### config.mk
export PLATFORM = sky130hd
export DESIGN_NAME = cache_cmp
export DESIGN_NICKNAME = d
export VERILOG_FILES = /design/src/rtl/cache_cmp.sv
export SDC_FILE = /design/constraint.sdc
export NUM_CORES = 1
export LEC_CHECK = 0
export CAP_MARGIN = 10
export CELL_PAD_IN_SITES_DETAIL_PLACEMENT = 0
export CELL_PAD_IN_SITES_GLOBAL_PLACEMENT = 1
export CORE_AREA = 2 2 178 180
export DETAILED_ROUTE_END_ITERATION = 7
export DIE_AREA = 0 0 180 182
export PLACE_DENSITY = 0.69
export SYNTH_ARGS = -nofsm -noshare
export SYNTH_HDL_FRONTEND = slang
export SYNTH_SLANG_ARGS = --single-unit
### constraint.sdc
create_clock -name clk -period 3.06 [get_ports clk]
set_clock_uncertainty 0.05 [all_clocks]
set_input_delay 0.459 -clock clk [delete_from_list [all_inputs] [get_ports clk]]
set_output_delay 0.459 -clock clk [all_outputs]
set_load 0.02 [all_outputs]
### src/rtl/cache_cmp.sv
// rtl/cache_cmp.sv - read-only cache compare stage: hit check, line-fill FSM, array write strobes
package cache_cmp_pkg;
    typedef struct packed {
        logic [31:0] mem_address;
        logic        mem_read;
        logic        mem_write;
        logic [3:0]  mem_byte_enable;
        logic [31:0] mem_wdata;
        logic [3:0]  set;
        logic [22:0] tag;
    } caac_fwd;
endpackage

module cache_cmp
    import cache_cmp_pkg::*;
#(
    parameter int SET_BITS = 4,
    parameter int TAG_BITS = 23
) (
    input  logic          clk,
    input  logic          rst,
    input  caac_fwd       caac_i,
    input  logic [255:0]  data_i,
    input  logic [23:0]   tag_i,
    input  logic          valid_i,
    input  logic          pmem_resp,
    output logic [31:0]   mem_rdata,
    output logic          mem_resp,
    output logic [31:0]   pmem_address,
    output logic          pmem_read,
    output logic          data_web,
    output logic          tag_web,
    output logic          valid_web,
    output logic          stall
);
    localparam int OFFSET_BITS = 32 - TAG_BITS - SET_BITS;

    typedef enum logic [1:0] {S_CMP, S_FILL, S_WRITE, S_REREAD} state_t;

    state_t  r_state;
    state_t  w_next;
    caac_fwd r_req;
    logic    r_req_valid;
    logic    w_hit;
    logic    w_stall;
    logic [2:0]  w_k;
    logic [31:0] w_word;
    logic    w_unused;

    // Request register: frozen while stalled so the arrays keep returning the same set.
    always_ff @(posedge clk or negedge rst) begin
        if (!rst) begin
            r_req       <= '0;
            r_req_valid <= 1'b0;
        end else if (!w_stall) begin
            r_req       <= caac_i;
            r_req_valid <= caac_i.mem_read & ~caac_i.mem_write;
        end
    end

    assign w_hit  = r_req_valid & valid_i & (tag_i[TAG_BITS-1:0] == r_req.tag);
    assign w_k    = r_req.mem_address[4:2];
    assign w_word = data_i[{w_k, 5'b0} +: 32];
    assign w_stall = (r_state != S_CMP) | (r_req_valid & ~w_hit);

    always_ff @(posedge clk or negedge rst) begin
        if (!rst) r_state <= S_CMP;
        else      r_state <= w_next;
    end

    always_comb begin
        w_next = r_state;
        case (r_state)
            S_CMP:    if (r_req_valid && !w_hit) w_next = S_FILL;
            S_FILL:   if (pmem_resp) w_next = S_WRITE;
            S_WRITE:  w_next = S_REREAD;
            S_REREAD: w_next = S_CMP;
            default:  w_next = S_CMP;
        endcase
    end

    always_comb begin
        mem_resp     = 1'b0;
        mem_rdata    = '0;
        pmem_address = '0;
        pmem_read    = 1'b0;
        data_web     = 1'b0;
        tag_web      = 1'b0;
        valid_web    = 1'b0;
        stall        = w_stall;
        case (r_state)
            S_CMP: begin
                mem_resp = w_hit;
                if (w_hit) mem_rdata = w_word;
            end
            S_FILL: begin
                pmem_read    = 1'b1;
                pmem_address = {r_req.tag, r_req.set, {OFFSET_BITS{1'b0}}};
            end
            S_WRITE: begin
                data_web  = 1'b1;
                tag_web   = 1'b1;
                valid_web = 1'b1;
            end
            default: ;
        endcase
    end

    // Write data/byte enables ride along for a future write path; tag bit 23 is never compared.
    assign w_unused = ^{r_req.mem_address[31:5], r_req.mem_address[1:0], r_req.mem_read,
                        r_req.mem_write, r_req.mem_byte_enable, r_req.mem_wdata, tag_i[23]};
endmodule

Word-level counts from Yosys, hierarchy flattened

Cells that the tools add are included.

Flip-flop bits (word level): 35
Input port bits: 381

Equal/unequal tests: 6
Shift operators: 1
Multiplexer cells: 9
Bitwise gates (word level): 7
Reduce and logical (&&, ||, !) cells: 5

Operators with widths:

| operator                                       | number |
|---|---|
| variable part select 256 x 9 -> 32 bit         | 1 |
| 2-to-1 mux 32 bit                              | 3 |
| == test 23 bit                                 | 1 |
| one-hot mux 2 bit (4 select lines)             | 1 |
| bitwise AND 1 bit                              | 4 |
| == test 2 bit (second input constant)          | 2 |
| 2-to-1 mux 2 bit                               | 2 |
| inequality test 2 bit (second input constant)  | 2 |
| 2-to-1 mux 1 bit                               | 3 |
| == test 2 x 1 -> 1 bit (second input constant) | 1 |
| logical NOT 2 bit                              | 1 |
| inverter 1 bit                                 | 2 |
| AND reduction 2 bit                            | 1 |
| nonzero test 2 bit                             | 1 |
| logical AND 1 bit                              | 1 |
| logical NOT 1 bit                              | 1 |
| bitwise OR 1 bit                               | 1 |

Longest topological paths before layout

Word-level depth: 6
Mapped depth: 8
Gate-level depth less buffers: 6

Least setup slack after synthesis

Ideal clock, no wire load.

Kind: reg-to-output
Start: register r_state[0]
End: output mem_rdata[10]
Arrival time: 2090 ps
Required time: 2551 ps
Slack: 461 ps
Stages on the path, launching flop included: 9
Path through: dfrtp_1 > inv_1 > ha_1 > nand4_1 > or4_4 > or2_1 > buf_6 > buf_8 > nor2_1

Longest elaborated chain between the ends: 2

Ends and longest elaborated chain:

| element                | line | source |
|---|---|---|
| from (decl)            | 40   | `state_t r_state;` |
| from (signal assigned) | 68   | `else r_state <= w_next;` |
| logical NOT 2 bit      | 91   | `case (r_state)` |
| 2-to-1 mux 32 bit      | 91   |  |
| to (decl)              | 27   | `output logic [31:0] mem_rdata,` |

No other way between the ends.

Worst setup path in the final report

Start: input tag_i[18]
End: output mem_rdata[14]

Longest elaborated chain between the ends: 4

Ends and longest elaborated chain:

| element           | line | source |
|---|---|---|
| from (decl)       | 24   | `input logic [23:0] tag_i,` |
| == test 23 bit    | 61   | `assign w_hit = r_req_valid & valid_i & (tag_i[TAG_BITS-1:0] == r_req.tag);` |
| bitwise AND 1 bit | 61   |  |
| 2-to-1 mux 32 bit | 94   | `if (w_hit) mem_rdata = w_word;` |
| 2-to-1 mux 32 bit | 91   |  |

No other way between the ends.

==> run metrics <==
Ys Warns 0; n_diodes 0; vias post-DR 4198; min-delay worst type in2async; Final Setup Violations 0; Seq. cell area 832 sq um; IO Pins 451; multi-input logic area 2940 sq um; crit path time final 2930 ps; Hold Violations, Final 0; CTS tree yes; layout cell share with drive strength beyond 1 29.9%; first-pass GRT wire length 28600 microns; Core ar. 31000 sq um; WP data arrival 2420 ps; Area Overhead vs Synth 125%; CP Class in2out; initial antenna violation count 0; Die Area 32800 sq um; PwrDens 602 nW/um^2; Post-CTS Hold Fix Bufs 0; critical path required time 2550 ps; All-Layer GR Usage 11.6%; initial drt markers 143; Die X 180 microns; GRT overflow 0; NumNets Final 1075; unique cell type count in the Yosys netlist 29; vias in the first global route 4377; #FFs+latches synth 33; max_slew headroom 44.9%; Leakage 0.00324 uW; Pre-Repair DR Iteration Count 4; critical path endpoint category output port; Gate Count Post-Synth 302; Initial Util 12.4%; Reg clk slew, reported paths 60 ps; Via density 3.84; Final Max Slew Viols 0; average cell area after synthesis 12.7 sq um; CTS sink count 33; number of H-tree branching levels 2; f_max 341 MHz; Antenna Nets Post-Route 0; row count 65; largest net degree at the start of global routing 59; DIE HEIGHT 182 microns; PortBufs 379; drt wl/cell 19.0 microns; Slew @ Worst Pin 826 ps; Final Cycle Share 95.7%; Clock Path Buffers 2; WL final 20700 microns; Peak VDD IR 449 uV; clock latency on the worst-skew pair 290 ps; Filler cells 3244; Min Hold Slack 223 ps; sequential share of the synthesized area 21.5%; crit-path max FO 6; setup TNS 0 ps; Post-Syn Area 3830 sq um; R2R setup slack 460 ps; routability cong. 0.804; Remaining DRCs 0; hpwl dp 16400 microns; startpoint types input port; unrepaired setup endpoints after global routing false; CTS Buf Count 5; MaxCap Viol Count 0; root buf cell clkbuf_16; outcome complete, no violations
==> metal layers <==
metal | vias up | track usage (%) | part of all wire, %
met2 | 193 | 20.2 | 51
li1 | 1930 | - | -
met5 | - | 0 | 0
met4 | 0 | 1.17 | 0.54
met3 | 12 | 2.89 | 6.2
met1 | 2063 | 14.9 | 42
==> Yosys cell counts, drive strengths merged <==
cell type	n	share of area, %
mux2i	32	8.4
nand2b	1	0.16
xnor2	5	1.1
inv	5	0.49
conb	1	0.098
o221ai	1	0.23
mux4	64	38
nor2	33	3.2
xor2	18	4.1
mux2	31	9.1
buf	26	5.2
o21ai	1	0.42
nand2	1	0.098
clkbuf	8	0.78
and2	27	4.4
o2bb2ai	1	0.23
a21oi	1	0.13
or2	1	0.16
nor3	1	0.13
nor4	4	0.65
ha	3	0.98
dfrtp	33	22
or4	1	0.29
nand4	3	0.49
==> worst paths after layout <==
| kind | from | endpoint | cells after the start |
|---|---|---|---|
| min in group clk | r_req[25] | r_req[25] | 1 |
| worst max-delay path | tag_i[18] | mem_rdata[14] | 9 |
| worst max register to register | r_req[7] | r_req[7] | 9 |
| worst min register to register | r_req[25] | r_req[25] | 1 |
| max in group asynchronous | rst | r_req[67] | 1 |
| worst min-delay path | rst | r_req[26] | 1 |
==> power breakdown <==
part	switching [uW]	internal, uW
Sequential	186	671
Combinational	1630	2200
Clock	199	299
Total	2010	3170
==> through the flow <==
| stage | total power, uW | area, sq um | utilization [%] | worst slack, ps | cells |
|---|---|---|---|---|---|
| 3_5_place_dp | 4620 | 8170 | 26.4 | -518 | 1077 |
| 6_report | 5180 | 8610 | 27.8 | 131 | 1094 |
| 2_1_floorplan | 3150 | 3850 | - | 461 | 306 |
| 4_1_cts | 5170 | 8260 | 26.7 | 13.2 | 1091 |
| 3_3_place_gp | 4620 | 8170 | 26.4 | -485 | 1077 |
| 5_1_grt | 5530 | 8610 | 27.8 | 18.9 | 1094 |
==> repair_timing <==
item | 4_1_cts | 5_1_grt
cloned | 2 | 3
pin swaps | 3 | 16
setup endpoints to repair | 34 | 33
setup buffers | 4 | 0
resized for setup | 139 | 88
==> critical path, cell delays in order <==
cell             delay (ps)
clkdlybuf4s50_1         430
xor2_1                  170
nor4_2                  290
nand4_1                 110
buf_4                   170
or2_4                   320
clkbuf_16               220
nor2_4                  110
buf_6                   120
==> sequential cells by signal, indices dropped and copies added (netlist names) <==
| register | cells |
|---|---|
| r_req_valid | 1 |
| r_state | 2 |
| r_req | 30 |
==> cells by family (layout without fill, tap and decap cells) <==
family	count (synthesis)	in the layout	share of synthesized area [%]
xor+xnor	23	23	5.25
flops	33	33	21.5
compound gates	4	4	1.01
simple gates	72	72	9.66
buf+inv	39	425	6.43
mux	127	127	55.0
other cells	1	5	0.0978
fa+ha+maj	3	3	0.979
==> layout make-up <==
| class | instances | area share [%] |
|---|---|---|
| sequential | 33 | 9.66 |
| tap | 402 | 5.84 |
| timing repair buffer | 412 | 48.5 |
| multi-input combinational | 234 | 34.2 |
| inverter | 5 | 0.218 |
| clock inverter | 2 | 0.116 |
| clock buffer | 6 | 1.50 |
==> cell usage in the layout (no fill, tap or decap), types with 2 or more instances in the layout <==
| master | netlist | layout |
|---|---|---|
| and2_1 | 26 | 26 |
| buf_12 | 0 | 6 |
| buf_16 | 0 | 2 |
| buf_2 | 8 | 2 |
| buf_4 | 7 | 39 |
| buf_6 | 4 | 15 |
| clkbuf_16 | 0 | 8 |
| clkdlybuf4s50_1 | 0 | 342 |
| clkinv_2 | 0 | 2 |
| conb_1 | 1 | 5 |
| dfrtp_1 | 33 | 30 |
| dfrtp_2 | 0 | 2 |
| dlymetal6s2s_1 | 0 | 2 |
| ha_1 | 3 | 3 |
| inv_1 | 5 | 5 |
| mux2_2 | 31 | 31 |
| mux2i_1 | 32 | 32 |
| mux4_2 | 64 | 64 |
| nand4_1 | 3 | 3 |
| nor2_1 | 33 | 6 |
| nor2_2 | 0 | 12 |
| nor2_4 | 0 | 15 |
| nor4_1 | 4 | 2 |
| nor4_2 | 0 | 2 |
| xnor2_1 | 5 | 5 |
| xor2_1 | 18 | 17 |
Note: power is estimated with default switching activity, not from simulation.
